`config.mk`:
```
export PLATFORM = sky130hd
export DESIGN_NAME = noc_packet_injector
export DESIGN_NICKNAME = d
export VERILOG_FILES = /design/src/rtl/noc_packet_injector_pkg.sv /design/src/rtl/noc_flit_fifo.sv /design/src/rtl/noc_packet_injector.sv
export SDC_FILE = /design/constraint.sdc
export NUM_CORES = 1
export LEC_CHECK = 0
export CORE_MARGIN = 2
export CORE_UTILIZATION = 60
export DETAILED_ROUTE_END_ITERATION = 10
export GPL_ROUTABILITY_DRIVEN = 0
export PLACE_DENSITY = 0.85
export SLEW_MARGIN = 20
export SYNTH_ARGS = -nofsm -noshare
export SYNTH_HDL_FRONTEND = slang
export SYNTH_SLANG_ARGS = --single-unit
```
`constraint.sdc`:
```
create_clock -name noc_clk -period 5.6 [get_ports noc_clk]
set_input_delay 1.12 -clock noc_clk [delete_from_list [all_inputs] [get_ports noc_clk]]
set_output_delay 1.12 -clock noc_clk [all_outputs]
set_load 0.05 [all_outputs]
```
`src/rtl/noc_packet_injector_pkg.sv`:
```
// Shared definitions for the NoC packet injector: flit width, header field layout and FSM states.
// The Noc_parameters.v macro is carried here so every file sees one flit width.
`ifndef NOC_PARAMETERS_V
`define NOC_PARAMETERS_V
`define Noc_Data_Width 32
`endif

package noc_packet_injector_pkg;

    localparam int DW = `Noc_Data_Width;

    // Header layout: destination in the top byte, source node in the next byte, rest zero.
    localparam int HDR_DEST_HI = DW - 1;
    localparam int HDR_DEST_LO = DW - 8;
    localparam int HDR_SRC_HI  = DW - 9;
    localparam int HDR_SRC_LO  = DW - 16;

    typedef enum logic [1:0] {
        ST_IDLE = 2'd0,
        ST_HEAD = 2'd1,
        ST_BODY = 2'd2
    } inj_state_t;

    function automatic logic [DW-1:0] make_header(input logic [7:0] dest, input logic [7:0] src);
        logic [DW-1:0] hdr;
        hdr = '0;
        hdr[HDR_DEST_HI:HDR_DEST_LO] = dest;
        hdr[HDR_SRC_HI:HDR_SRC_LO]   = src;
        return hdr;
    endfunction

endpackage

```
`src/rtl/noc_flit_fifo.sv`:
```
// First-word-fall-through payload buffer; the head entry is visible on rd_data whenever empty is low.
module noc_flit_fifo #(
    parameter int WIDTH = 41,
    parameter int DEPTH = 4
) (
    input  logic             clk,
    input  logic             rst_n,
    input  logic             wr_en,
    input  logic [WIDTH-1:0] wr_data,
    input  logic             rd_en,
    output logic [WIDTH-1:0] rd_data,
    output logic             full,
    output logic             empty
);

    localparam int AW = $clog2(DEPTH);

    logic [WIDTH-1:0] mem [DEPTH];
    logic [AW:0]      wr_ptr;
    logic [AW:0]      rd_ptr;
    logic             push;
    logic             pop;

    // Pointers carry one wrap bit so full and empty are distinguishable.
    assign empty   = (wr_ptr == rd_ptr);
    assign full    = (wr_ptr[AW] != rd_ptr[AW]) && (wr_ptr[AW-1:0] == rd_ptr[AW-1:0]);
    assign push    = wr_en && !full;
    assign pop     = rd_en && !empty;
    assign rd_data = mem[rd_ptr[AW-1:0]];

    always_ff @(posedge clk or negedge rst_n) begin
        if (!rst_n) begin
            wr_ptr <= '0;
            rd_ptr <= '0;
        end else begin
            if (push) wr_ptr <= wr_ptr + (AW+1)'(1);
            if (pop)  rd_ptr <= rd_ptr + (AW+1)'(1);
        end
    end

    always_ff @(posedge clk) begin
        if (push) mem[wr_ptr[AW-1:0]] <= wr_data;
    end

endmodule

```
`src/rtl/noc_packet_injector.sv`:
```
// Turns a stream of local payload words into header + body flits for a router receive port.
// Valid/ready: a transfer happens on any rising edge where both valid and ready are high.
module noc_packet_injector
    import noc_packet_injector_pkg::*;
#(
    parameter logic [7:0] NODE_ID    = 8'd0,
    parameter int         FIFO_DEPTH = 4
) (
    input  logic          noc_clk,
    input  logic          rst_n,
    input  logic          in_valid,
    output logic          in_ready,
    input  logic [DW-1:0] in_data,
    input  logic [7:0]    in_dest,
    input  logic          in_last,
    output logic          Noc_send_valid,
    input  logic          Noc_send_ready,
    output logic [DW-1:0] Noc_send_flit,
    input  logic          Noc_send_VCready,
    output logic          Noc_send_is_header,
    output logic          Noc_send_is_tail,
    output logic [15:0]   sent_pkt_cnt
);

    localparam int EW = DW + 9;

    inj_state_t    state;
    inj_state_t    state_next;
    logic          ready_en;
    logic          first_word;
    logic [7:0]    pkt_dest;
    logic          push;
    logic          pop;
    logic          fifo_full;
    logic          fifo_empty;
    logic [EW-1:0] wr_entry;
    logic [EW-1:0] head_entry;
    logic [7:0]    head_dest;
    logic          head_last;
    logic [DW-1:0] head_data;

    assign in_ready = ready_en && !fifo_full;
    assign push     = in_valid && in_ready;
    // Later words of a packet reuse the destination captured on its first word.
    assign wr_entry = {(first_word ? in_dest : pkt_dest), in_last, in_data};
    assign {head_dest, head_last, head_data} = head_entry;

    always_ff @(posedge noc_clk or negedge rst_n) begin
        if (!rst_n) begin
            ready_en   <= 1'b0;
            first_word <= 1'b1;
            pkt_dest   <= '0;
        end else begin
            ready_en <= 1'b1;
            if (push) begin
                first_word <= in_last;
                if (first_word) pkt_dest <= in_dest;
            end
        end
    end

    noc_flit_fifo #(
        .WIDTH (EW),
        .DEPTH (FIFO_DEPTH)
    ) u_fifo (
        .clk     (noc_clk),
        .rst_n   (rst_n),
        .wr_en   (push),
        .wr_data (wr_entry),
        .rd_en   (pop),
        .rd_data (head_entry),
        .full    (fifo_full),
        .empty   (fifo_empty)
    );

    always_ff @(posedge noc_clk or negedge rst_n) begin
        if (!rst_n) begin
            state        <= ST_IDLE;
            sent_pkt_cnt <= '0;
        end else begin
            state <= state_next;
            if (pop && head_last) sent_pkt_cnt <= sent_pkt_cnt + 16'd1;
        end
    end

    always_comb begin
        state_next         = state;
        Noc_send_valid     = 1'b0;
        Noc_send_flit      = '0;
        Noc_send_is_header = 1'b0;
        Noc_send_is_tail   = 1'b0;
        pop                = 1'b0;
        case (state)
            ST_IDLE: begin
                if (!fifo_empty && Noc_send_VCready) state_next = ST_HEAD;
            end
            ST_HEAD: begin
                Noc_send_valid     = 1'b1;
                Noc_send_is_header = 1'b1;
                Noc_send_flit      = make_header(head_dest, NODE_ID);
                if (Noc_send_ready) state_next = ST_BODY;
            end
            ST_BODY: begin
                // The head entry only changes on a pop, so a presented flit holds until accepted.
                if (!fifo_empty) begin
                    Noc_send_valid   = 1'b1;
                    Noc_send_flit    = head_data;
                    Noc_send_is_tail = head_last;
                    if (Noc_send_ready) begin
                        pop = 1'b1;
                        if (head_last) state_next = ST_IDLE;
                    end
                end
            end
            default: state_next = ST_IDLE;
        endcase
    end

endmodule

```
==> impl_metrics.csv <==
group,metric,value,unit
placement,numPortBuffers,97,
worst_setup_path,crit_required,4.48,ns
worst_setup_path,setup.worst_path.class,"reg -> out",
worst_setup_path,crit_slowest_cell,"clkdlybuf4s50_1",
clock_network,cts.sink_count,198,
die,ios,98,
clock_network,cts_resized,0,
placement,pre_cts_slack,1.76,ns
placement,post-place-cells,658,
sta,slew_violations,0,
detailed_routing,drt_iter0_markers,206,
outcome,status,"complete, no violations",
layout,final_cells,691,
sta,fin_skew,0.00659,ns
die,die-area,14300,um2
die,die_h,119,um
logic_synthesis,synth-seq-cells,198,
detailed_routing,ant_nets,0,
sta,tightest_slew,0.829,ns
logic_synthesis,yosysWarnings,0,
die,rows,42,
layout,diodes,0,
detailed_routing,vias_per_cell,5.82,
worst_setup_path,cpPeakStageDelay,0.72,ns
clock_network,postCtsSetupRepairBufs,0,
clock_network,cts-root-buf,"clkbuf_16",
global_routing,grt_pass1_wl,23000,um
worst_setup_path,end_kind,"output pin",
global_routing,antenna_found_initial,0,
sta,fmax,238,MHz
power_and_ir_drop,ir_worst_vdd,0.282,mV
layout,final_cell_mix,"164 x edfxtp_1, 97 x clkdlybuf4s50_1, 41 x mux4_2",
min_path,whs_path_depth,1,
sta,period_minus_slack,4.20,ns
global_routing,overflow,0,
layout,nets,558,
die,start_util,0.609,
clock_network,htree_levels,4,
worst_setup_path,r2r_cells,4,
sta,setup_viol,0,
logic_synthesis,syn-instance-count,400,
run,drv_cap,0,
worst_setup_path,cp_data_arrival_time,3.08,ns
sta,final.setup.worst_slack,1.40,ns
layout,final_common_cell,"edfxtp_1",
logic_synthesis,ys_seq_area_frac,0.722,
clock_network,cts_tree,"yes",
worst_setup_path,crit_chain,"buf_4 > mux4_2 > a32o_1 > clkdlybuf4s50_1",
sta,timing.setup.tns,0,ns
worst_setup_path,cp_num_cells,4,
clock_network,clk_latency,0.42,ns
detailed_routing,vias,4024,
clock_network,cts_buffers,17,
logic_synthesis,syn_avg_cell_area,20.0,um2
clock_network,clockBufferDepth,2,
layout,syn_to_final_growth,20.7,%
sta,hold_viol_final,0,
detailed_routing,routed_wl,14500,um
logic_synthesis,syn-num-nets,456,
global_routing,grt_use_total,0.220,
global_routing,grt_max_degree,44,
global_routing,grt_pass1_vias,4370,
clock_network,clk_pin_slew_worst_paths,0.06,ns
detailed_routing,wl_per_cell,21.0,um
die,die_x,119,um
placement,place_hpwl,8620,um
worst_setup_path,critical_path.top_delay_family,"buffers and inverters",
layout,fillers,799,
worst_setup_path,cp-start-kind,"flip-flop",
detailed_routing,drc,0,
logic_synthesis,synth_area,8000,um2
power_and_ir_drop,p_leak,3.32,nW
logic_synthesis,synth_cell_type_count,42,
die,core,13100,um2
sta,slew_headroom,0.447,
worst_setup_path,crit_fanout,43,
min_path,hold_class,"reg -> reg",
clock_network,hold_buffers,0,
worst_setup_path,crit_buf_inv,2,
sta,finalCritPeriodShare,0.750,
layout,drive_gt1_frac,0.190,
detailed_routing,drt_pass1_iterations,4,
sta,rsz0062_at_grt,"false",
power_and_ir_drop,power_density,480,nW/um2
[final cells by class]
type | instances | area [um2] | share of cell area
tap | 176 | 220 | 0.0228
clock inverter | 6 | 26.3 | 0.00272
multi-input combinational | 177 | 2100 | 0.218
clock buffer | 26 | 489 | 0.0507
sequential | 198 | 5780 | 0.599
inverter | 7 | 26.3 | 0.00272
timing repair buffer | 101 | 1010 | 0.105
[power by group]
group,internal (W),switching (W)
clock network,0.000597,0.000474
registers,0.00187,0.000113
logic,0.000663,0.000914
total,0.00313,0.00150
[cell usage after synthesis (all sizes together)]
library cell | n | area share
nor2b | 1 | 0.00078
a32o | 8 | 0.010
nor2 | 3 | 0.0014
mux2 | 21 | 0.030
inv | 7 | 0.0033
dfrtp | 33 | 0.10
or2 | 1 | 0.00078
o311ai | 2 | 0.0053
ha | 10 | 0.016
a21o | 1 | 0.00094
xor2 | 17 | 0.021
a221oi | 1 | 0.0019
o31ai | 1 | 0.00094
a211o | 1 | 0.0011
buf | 11 | 0.010
dfstp | 1 | 0.0033
nor3 | 6 | 0.0056
a211oi | 1 | 0.00094
clkbuf | 7 | 0.0034
and2 | 25 | 0.020
xnor2 | 6 | 0.0066
o31a | 1 | 0.0013
nand3 | 6 | 0.0038
nand2 | 6 | 0.0028
nand4 | 2 | 0.0016
and3 | 7 | 0.0061
nor4 | 5 | 0.0039
mux4 | 41 | 0.12
conb | 1 | 0.00047
edfxtp | 164 | 0.62
a21oi | 1 | 0.00063
or3 | 2 | 0.0022
[state kept, by name, summed over array words and instances (netlist names)]
signal and cells:
u_fifo.mem 164, state 2, first_word 1, sent_pkt_cnt 16
u_fifo.wr_ptr 3, ready_en 1, u_fifo.rd_ptr 3, pkt_dest 8
[cells by family (layout without fill, tap and decap cells)]
logic type | after synthesis | after routing | synth area share
DFF | 198 | 198 | 0.722
and+or+nand+nor | 64 | 64 | 0.0485
muxes | 62 | 62 | 0.145
buffers and inverters | 25 | 140 | 0.0169
xor gates and xnor gates | 23 | 23 | 0.0280
AOI/OAI and AO/OA | 17 | 17 | 0.0230
adders and majority gates | 10 | 10 | 0.0156
other | 1 | 1 | 0.000469
[per-stage QoR]
step	utilization	instance area, um2	total power (W)	hold slack (ns)
after global placement	0.693	9110	0.00354	0.458
after detailed placement	0.693	9110	0.00360	0.467
after CTS	0.733	9620	0.00465	0.478
after floorplan	-	8000	0.00316	0.460
final	0.735	9660	0.00463	0.484
after global routing	0.735	9660	0.00483	0.507
[metal layers]
| layer | up-vias | GRT usage | wire length (um) |
|---|---|---|---|
| li1 | 1792 | - | - |
| met5 | - | 0 | 0 |
| met4 | 0 | 0.103 | 287 |
| met2 | 103 | 0.375 | 7690 |
| met3 | 18 | 0.0517 | 684 |
| met1 | 2111 | 0.268 | 5840 |
[worst register-to-register path, delay by kind of cell, from the launching register on]
family / cells / cell delay, ns
AO/OA/AOI/OAI: 1 / 0.26
buffers and inverters: 1 / 0.66
flip-flops: 1 / 0.38
multiplexers: 2 / 1.10
[path summary, 6_finish.rpt]
check,from,to,slack (ns)
max,u_fifo.rd_ptr[0]$_DFFE_PN0P_,Noc_send_flit[25],1.40
min,sent_pkt_cnt[15]$_DFFE_PN0P_,sent_pkt_cnt[15]$_DFFE_PN0P_,0.48
max reg2reg,u_fifo.rd_ptr[0]$_DFFE_PN0P_,sent_pkt_cnt[1]$_DFFE_PN0P_,3.10
min reg2reg,sent_pkt_cnt[15]$_DFFE_PN0P_,sent_pkt_cnt[15]$_DFFE_PN0P_,0.48
max in group asynchronous,rst_n,u_fifo.rd_ptr[0]$_DFFE_PN0P_,4.12
min in group asynchronous,rst_n,state[0]$_DFFE_PN0P_,1.12
No activity file was read; power rests on OpenSTA's default activity.
